===== config.mk =====
export PLATFORM = sky130hd
export DESIGN_NAME = wr_port_arbiter
export DESIGN_NICKNAME = d
export VERILOG_FILES = /design/src/rtl/wr_port_arbiter.sv
export SDC_FILE = /design/constraint.sdc
export NUM_CORES = 1
export LEC_CHECK = 0
export CAP_MARGIN = 5
export CORE_MARGIN = 2
export CORE_UTILIZATION = 40
export CTS_CLUSTER_SIZE = 30
export DETAILED_ROUTE_END_ITERATION = 10
export PLACE_DENSITY = 0.86
export SETUP_SLACK_MARGIN = 0.2
export SYNTH_ARGS = -nofsm -noshare
export SYNTH_HDL_FRONTEND = slang
export SYNTH_SLANG_ARGS = --single-unit

===== constraint.sdc =====
create_clock -name wclk -period 5.5 [get_ports wclk]
set_input_delay 0.55 -clock wclk [delete_from_list [all_inputs] [get_ports wclk]]
set_output_delay 0.55 -clock wclk [all_outputs]
set_load 0.01 [all_outputs]

===== src/rtl/wr_port_arbiter.sv =====
// wr_port_arbiter
//
// Round-robin arbiter that shares the async FIFO write port (winc/wdata,
// gated by wfull) among NREQ valid/ready requesters. One requester holds
// the grant at a time, for up to BURST beats. When a grant is released,
// the arbiter rescans in the same cycle, so throughput stays at one beat
// per cycle across grant boundaries.
//
// Optional feature:
//   ARB_PKT_LOCK_EN - the grant is held until a beat with req_last is
//                     accepted. BURST is ignored and a valid gap does not
//                     release the grant. When undefined, req_last is ignored.
//
// Ports:
//   wclk       in   write-domain clock
//   wrst_n     in   asynchronous active-low reset
//   req_valid  in   [NREQ]        per-requester beat valid
//   req_data   in   [NREQ*DSIZE]  requester i at [i*DSIZE +: DSIZE]
//   req_last   in   [NREQ]        end-of-packet marker (packet lock only)
//   req_ready  out  [NREQ]        per-requester beat accept
//   wfull      in   registered FIFO full flag
//   winc       out  FIFO write strobe
//   wdata      out  [DSIZE]       FIFO write data
//   gnt_valid  out  a requester holds the grant
//   gnt_id     out  [clog2(NREQ)] index of the granted requester
//
// state | meaning
// ------+----------------------------------------------------------
// IDLE  | no grant; scan from rr_ptr whenever any requester is valid
// GRANT | gnt_id owns the write port; beats forwarded while !wfull

module wr_port_arbiter #(
    parameter  int NREQ  = 4,
    parameter  int DSIZE = 8,
    parameter  int BURST = 4,
    localparam int IDW   = $clog2(NREQ),
    localparam int CW    = $clog2(BURST + 1)
) (
    input  logic                  wclk,
    input  logic                  wrst_n,
    input  logic [NREQ-1:0]       req_valid,
    input  logic [NREQ*DSIZE-1:0] req_data,
    input  logic [NREQ-1:0]       req_last,
    output logic [NREQ-1:0]       req_ready,
    input  logic                  wfull,
    output logic                  winc,
    output logic [DSIZE-1:0]      wdata,
    output logic                  gnt_valid,
    output logic [IDW-1:0]        gnt_id
);

    typedef enum logic {IDLE, GRANT} state_t;

    state_t          state_q, state_d;
    logic [IDW-1:0]  gnt_q, gnt_d;
    logic [IDW-1:0]  rr_q, rr_d;
    logic [CW-1:0]   cnt_q, cnt_d;

    logic [DSIZE-1:0] lane [NREQ];
    logic [IDW-1:0]   gnt_nxt;
    logic [IDW:0]     pick_idle;
    logic [IDW:0]     pick_rel;
    logic             xfer;
    logic             rel;

    // First valid requester at or after 'start' (mod NREQ); MSB flags a hit.
    // Scanning downward lets the nearest hit overwrite farther ones.
    function automatic logic [IDW:0] rr_pick(input logic [NREQ-1:0] v,
                                             input logic [IDW-1:0]  start);
        logic [IDW:0] pick;
        logic [IDW:0] idx;
        pick = '0;
        for (int k = NREQ - 1; k >= 0; k--) begin
            idx = {1'b0, start} + (IDW+1)'(k);
            if (idx >= (IDW+1)'(NREQ)) begin
                idx = idx - (IDW+1)'(NREQ);
            end
            if (v[idx[IDW-1:0]]) begin
                pick = {1'b1, idx[IDW-1:0]};
            end
        end
        return pick;
    endfunction

    always_comb begin
        for (int i = 0; i < NREQ; i++) begin
            lane[i] = req_data[i*DSIZE +: DSIZE];
        end
    end

    always_comb begin
        if (gnt_q == IDW'(NREQ - 1)) begin
            gnt_nxt = '0;
        end else begin
            gnt_nxt = gnt_q + IDW'(1);
        end
    end

    // The rescan on release starts after the current owner, so the owner
    // comes last and only regains the port if nobody else is waiting.
    assign pick_idle = rr_pick(req_valid, rr_q);
    assign pick_rel  = rr_pick(req_valid, gnt_nxt);

`ifndef ARB_PKT_LOCK_EN
    logic unused_last;
    assign unused_last = ^req_last;
`endif

    always_ff @(posedge wclk or negedge wrst_n) begin
        if (!wrst_n) begin
            state_q <= IDLE;
            gnt_q   <= '0;
            rr_q    <= '0;
            cnt_q   <= '0;
        end else begin
            state_q <= state_d;
            gnt_q   <= gnt_d;
            rr_q    <= rr_d;
            cnt_q   <= cnt_d;
        end
    end

    always_comb begin
        state_d   = state_q;
        gnt_d     = gnt_q;
        rr_d      = rr_q;
        cnt_d     = cnt_q;
        req_ready = '0;
        winc      = 1'b0;
        wdata     = lane[gnt_q];
        xfer      = 1'b0;
        rel       = 1'b0;

        case (state_q)
            IDLE: begin
                if (pick_idle[IDW]) begin
                    state_d = GRANT;
                    gnt_d   = pick_idle[IDW-1:0];
                    cnt_d   = '0;
                end
            end

            GRANT: begin
                req_ready[gnt_q] = ~wfull;
                winc             = req_valid[gnt_q] & ~wfull;
                xfer             = winc;
`ifdef ARB_PKT_LOCK_EN
                rel = xfer & req_last[gnt_q];
                if (xfer && (cnt_q != '1)) begin
                    cnt_d = cnt_q + CW'(1);
                end
`else
                // wfull alone never releases: it only stops xfer.
                rel = (xfer && (cnt_q == CW'(BURST - 1))) || !req_valid[gnt_q];
                if (xfer) begin
                    cnt_d = cnt_q + CW'(1);
                end
`endif
                if (rel) begin
                    rr_d  = gnt_nxt;
                    cnt_d = '0;
                    if (pick_rel[IDW]) begin
                        gnt_d = pick_rel[IDW-1:0];
                    end else begin
                        state_d = IDLE;
                    end
                end
            end

            default: begin
                state_d = IDLE;
            end
        endcase
    end

    assign gnt_valid = (state_q == GRANT);
    assign gnt_id    = gnt_q;

endmodule


---- Word-level counts from Yosys, hierarchy flattened ----
Index checks and enable logic that the tools add are counted.
word-level totals
  register bits ........................... 8
  bits in latches ......................... 0
  RAM bits ................................ 0
  bits in read-only memories .............. 0
  memories ................................ 0
operators by class
  add/sub/neg operators ................... 16
  $mul .................................... 0
  divide/modulo/power cells ............... 0
  order comparisons ....................... 19
  eq/ne operators ......................... 6
  shifts and indexed selects .............. 0
  multiplexer cells ....................... 54
  bitwise gates (word level) .............. 5
  reductions and logical operators ........ 7
operators with widths
  cell                   count
  $mux W3                11
  $lt A2 B3 Y1 const B   9
  $mux W2                12
  $ge A3 B3 Y1 const B   7
  $bmux W1 S2            9
  $bmux W8 S2            1
  $mux W8                2
  $sub A2 B1 Y2 const B  8
  $mux W1                14
  $add A2 B2 Y3 const B  4
  $add A2 B1 Y3 const B  2
  $ge A2 B3 Y1 const B   2
  $pmux W3 S2            1
  $and A4 B4 Y4          1
  $mux W4                1
  $ne A2 B1 Y1 const B   2
  $pmux W2 S2            1
  $reduce_and A2 Y1      2
  $add A3 B1 Y3 const B  1
  $eq A3 B2 Y1 const B   1
  $ne A3 B1 Y1 const B   1
  $not A2 Y3             1
  $reduce_and A3 Y1      1
  $add A2 B1 Y2 const B  1
  10 further kinds       12

---- Longest topological paths before layout ----
  depth in word-level cells ............... 14
  depth in mapped cells ................... 7
  mapped depth without buffers ............ 6

---- Worst setup path before layout ----
OpenSTA, ideal clock, no wires.
  path kind ............................... register to register
  from .................................... register gnt_q[1], in the netlist gnt_id[1]
  to ...................................... register gnt_q[1], in the netlist gnt_id[1]
  library setup time ...................... 92 ps
  arrival ................................. 2033 ps
  path slack .............................. 3375 ps
  stages on the path, launching flop included .. 7
  buffers on the path ..................... 1
  clock period less this slack ............ 2125 ps
  path through ............................ dfrtp_1 > clkbuf_1 > inv_1 > ha_1 > o21a_1 > o311a_1 > o31ai_2
on the way
  word-level cells in the longest chain between the ends .. 14
  elaborated cells on any way between the ends .. 42
RTL lines
  what                                           line    RTL
  start, declared                                55      logic [IDW-1:0] gnt_q, gnt_d;
  start signal, assigned                         117     gnt_q <= gnt_d;
  $add A2 B1 Y2 or $eq A2 B2 Y1 (tied branches)  95, 92
  $mux W2 (*)                                    92      if (gnt_q == IDW'(NREQ - 1)) begin
  via gnt_nxt[1]                                 60      logic [IDW-1:0] gnt_nxt;
  $add A2 B2 Y3                                  74      idx = {1'b0, start} + (IDW+1)'(k);
  $ge A3 B3 Y1 or $sub A2 B1 Y2 (tied branches)  75, 76
  $mux W2                                        75      if (idx >= (IDW+1)'(NREQ)) begin
  $bmux W1 S2                                    78      if (v[idx[IDW-1:0]]) begin
  $mux W1 (implied by the code)                  78
  $mux W3 (3 in a row)                           78
  $mux W3 (*)                                    78
  $mux W2                                        162     if (pick_rel[IDW]) begin
  $mux W2                                        159     if (rel) begin
  $pmux W2 S2                                    134     case (state_q)
The timed path passes the listed nets; every way through them passes the cells marked *. The select of a mux whose other input is x is not followed.
A chain may end at the register's enable or synchronous reset.

---- Final worst setup path ----
  from .................................... input port req_valid[2]
  to ...................................... output port winc
on the way
  word-level cells in the longest chain between the ends .. 4
RTL lines
  what                           line  RTL
  start, declared                41    input logic [NREQ-1:0] req_valid,
  $bmux W1 S2                    145   winc = req_valid[gnt_q] & ~wfull;
  $mux W1 (implied by the code)  145
  $and A1 B1 Y1                  145
  $mux W1                        134
  end, declared                  46    output logic winc,
No other way between the ends. The select of a mux whose other input is x is not followed.

==> impl_results.md <==
- Reg2Reg Capture Point: gnt_id[1]
- HP Start: cnt_q[0]
- Total number of vias: slightly below 1000
- Mapped cell area: 951 um^2
- Clock Latency Late Sink: 0.24 ns
- Synth-to-layout area growth: 60.0%
- Worst hold path depth: 1
- DRC Markers: 0
- Fraction of layout cells with a size suffix above 1: 10.8%
- Synth Flop Type: dfrtp_1
- Syn Inst Count: 97
- Req. time, crit path: 4.95 ns
- Synth cell types: 35
- Die width: 52.8 um
- Sequential area share after synthesis: 21.1%
- Worst hold-check path type: reg2reg
- Fin worst setup slack: 2.61 ns
- Register-to-Register Setup Slack: 3.19 ns
- Final nets: 199
- Run status: completed
- Peak VDD IR: 0.278 mV
- Ant. Diodes: 0
- Pin count of the biggest net entering global routing: 19
- CTS tree: done
- Final ANT Viol Nets: 0
- Antenna violations before repair: 0
- Ys Warns: 0
- Gpl congestion: around 0.78
- Sink Count: 8
- Clock Path Buffers: 2
- Multi-input logic area: 693 um^2
- Async S/R FF share, synth: 100%
- Leading cell type in the layout, fill and taps excluded: clkdlybuf4s50_1
- Cts bufs inserted: 3
- Worst reg2reg startpoint: gnt_id[0]
- Peak Freq: 346 MHz
- Reg2Reg Depth: 5
- DR iter-0 viols: 11
- Post-Syn Nets: 146
- Skew final: 0.00130 ns
- Total iterations of the first detailed-routing run: 4
- Post-CTS Setup Bufs: 0
- Num ports: 59
- Root Driver: clkbuf_4
- Number of vias per cell: 5.52
- Final WL: between 2000 and 3000 um
- Commonest non-fill, non-tap cells in the layout: clkdlybuf4s50_1 (54), mux4_2 (9), inv_1 (8), dfrtp_1 (8), ha_1 (6)
- Final Hold Fails: 0
- Initial Util: a little over two fifths
- IO buf count: 54
- Routed wire length per instance: 15.8 um
- Register area: 200 um^2
- Relative slew slack: 47.6%
- Fillcell total: 183
- Max-slew violations: 0
- Number of global-route vias before repair: 920
- Die Y: 52.8 um
- Clk slew on worst S/H paths: 0.05 ns
- CP max FO: 12
- H-tree levels: 1
- Syn_area_per_cell: roughly 9.8 um^2
- Worst Max-Slew Pin Slew: 0.786 ns
- Hold_buf cts: 0
- Static Leak: 0.000611 uW
- Place WS: ~2.6 ns
- Row cnt: 17
- DPL Wire Length: 2340 um
- MaxCap Viol Count: 0
- Setup TNS: 0 ns
- Total track usage: around 22%
- Core area: 2230 um^2
- Power Density: 392 nW/um^2
- First-pass GRT wire length: 4460 um
- Arr. time, crit path: 2.34 ns
- Post-route minimum period: between 2 and 3 ns
- Crit Path Class: in2out
- PostCTS Resize Cnt: 0
- Startpoint Class: input port
- Fin crit share: 52.5%
- Hold Path Sink: cnt_q[0]
- Post-synth EDFFs: 0
- RSZ-0062 raised after global routing: no
- Yosys reg bits: 8
- Crit. End Element: output port
- Setup Viol. Count Final: 0
- DIE AREA: 2780 um^2
- Global route overflow: 0
through the flow:
stage	hold slack, ns	utilization, %	cell area (um^2)	cells	total power [uW]
after floorplan	0.254	-	951	97	390
after global placement	0.467	67.1	1500	173	546
after detailed placement	0.490	67.1	1500	173	561
after CTS	0.496	68.1	1520	176	603
after global routing	0.505	68.1	1520	176	650
final	0.496	68.1	1520	176	596
registers in the layout, indices dropped and copies added, names as in the netlist:
name,cells
cnt_q,3
gnt_id,2
rr_q,2
gnt_valid,1
worst max-delay path by stage:
| stage | start | to | depth (start not counted) |
|---|---|---|---|
| finish | req_valid[2] | winc | 5 |
| global route | gnt_id[0] | winc | 4 |
| CTS | gnt_id[0] | winc | 4 |
| detailed placement | req_valid[2] | winc | 5 |
| global placement | req_valid[3] | winc | 5 |
| floorplan | gnt_id[1] | gnt_id[1] | 6 |
logic make-up (layout without fill, tap and decap cells):
group                    Yosys count  count (layout)  share of synthesized area [%]
AND/OR/NAND/NOR                   28              28                           17.0
AO/OA/AOI/OAI                     26              26                           20.1
multiplexers                      15              15                           27.9
buffers and inverters             14              65                           6.05
flip-flops                         8               8                           21.1
adder cells (fa/ha/maj)            6               6                           7.89
where the power goes:
group	switching [uW]	internal, uW	total [uW]
clock network	15.5	24.7	40.1
registers	65.2	80.8	146
logic	156	254	410
Yosys cell counts, drive strengths merged, types with 2 or more instances:
| cell type | count | area (um^2) |
|---|---|---|
| mux4 | 9 | 203 |
| dfrtp | 8 | 200 |
| inv | 8 | 30.0 |
| ha | 6 | 75.1 |
| nand2b | 5 | 31.3 |
| nor2 | 5 | 18.8 |
| a21oi | 4 | 20.0 |
| and2 | 4 | 25.0 |
| buf | 4 | 20.0 |
| mux2i | 4 | 40.0 |
| nand2 | 4 | 15.0 |
| o21ai | 3 | 15.0 |
| o22ai | 3 | 18.8 |
| or2 | 3 | 18.8 |
| a21o | 2 | 15.0 |
| clkbuf | 2 | 7.51 |
| mux2 | 2 | 22.5 |
| nor2b | 2 | 12.5 |
| nor3b | 2 | 15.0 |
| o21a | 2 | 15.0 |
| o21bai | 2 | 15.0 |
| o31ai | 2 | 20.0 |
routing by layer:
| metal | part of all wire, % | global-route usage (%) | vias to the layer above |
|---|---|---|---|
| li1 | - | - | 468 |
| met4 | 0.47 | 6.41 | 0 |
| met1 | 39 | 25.4 | 457 |
| met2 | 49 | 38.8 | 45 |
| met3 | 11 | 6.86 | 2 |
| met5 | 0 | 0 | - |
final cells by class:
cell class	count	share of cell area, %
Clock buffer	3	1.48
Inverter	8	1.97
Multi-Input combinational cell	75	45.6
Sequential cell	8	13.2
Tap cell	28	2.30
Timing Repair Buffer	54	35.5
critical path: stages:
cell	delay, ns
clkdlybuf4s50_1	0.61
mux4_2	0.57
nand2_1	0.10
inv_1	0.04
clkdlybuf4s50_1	0.46
Power figures use the tool's default switching activity.
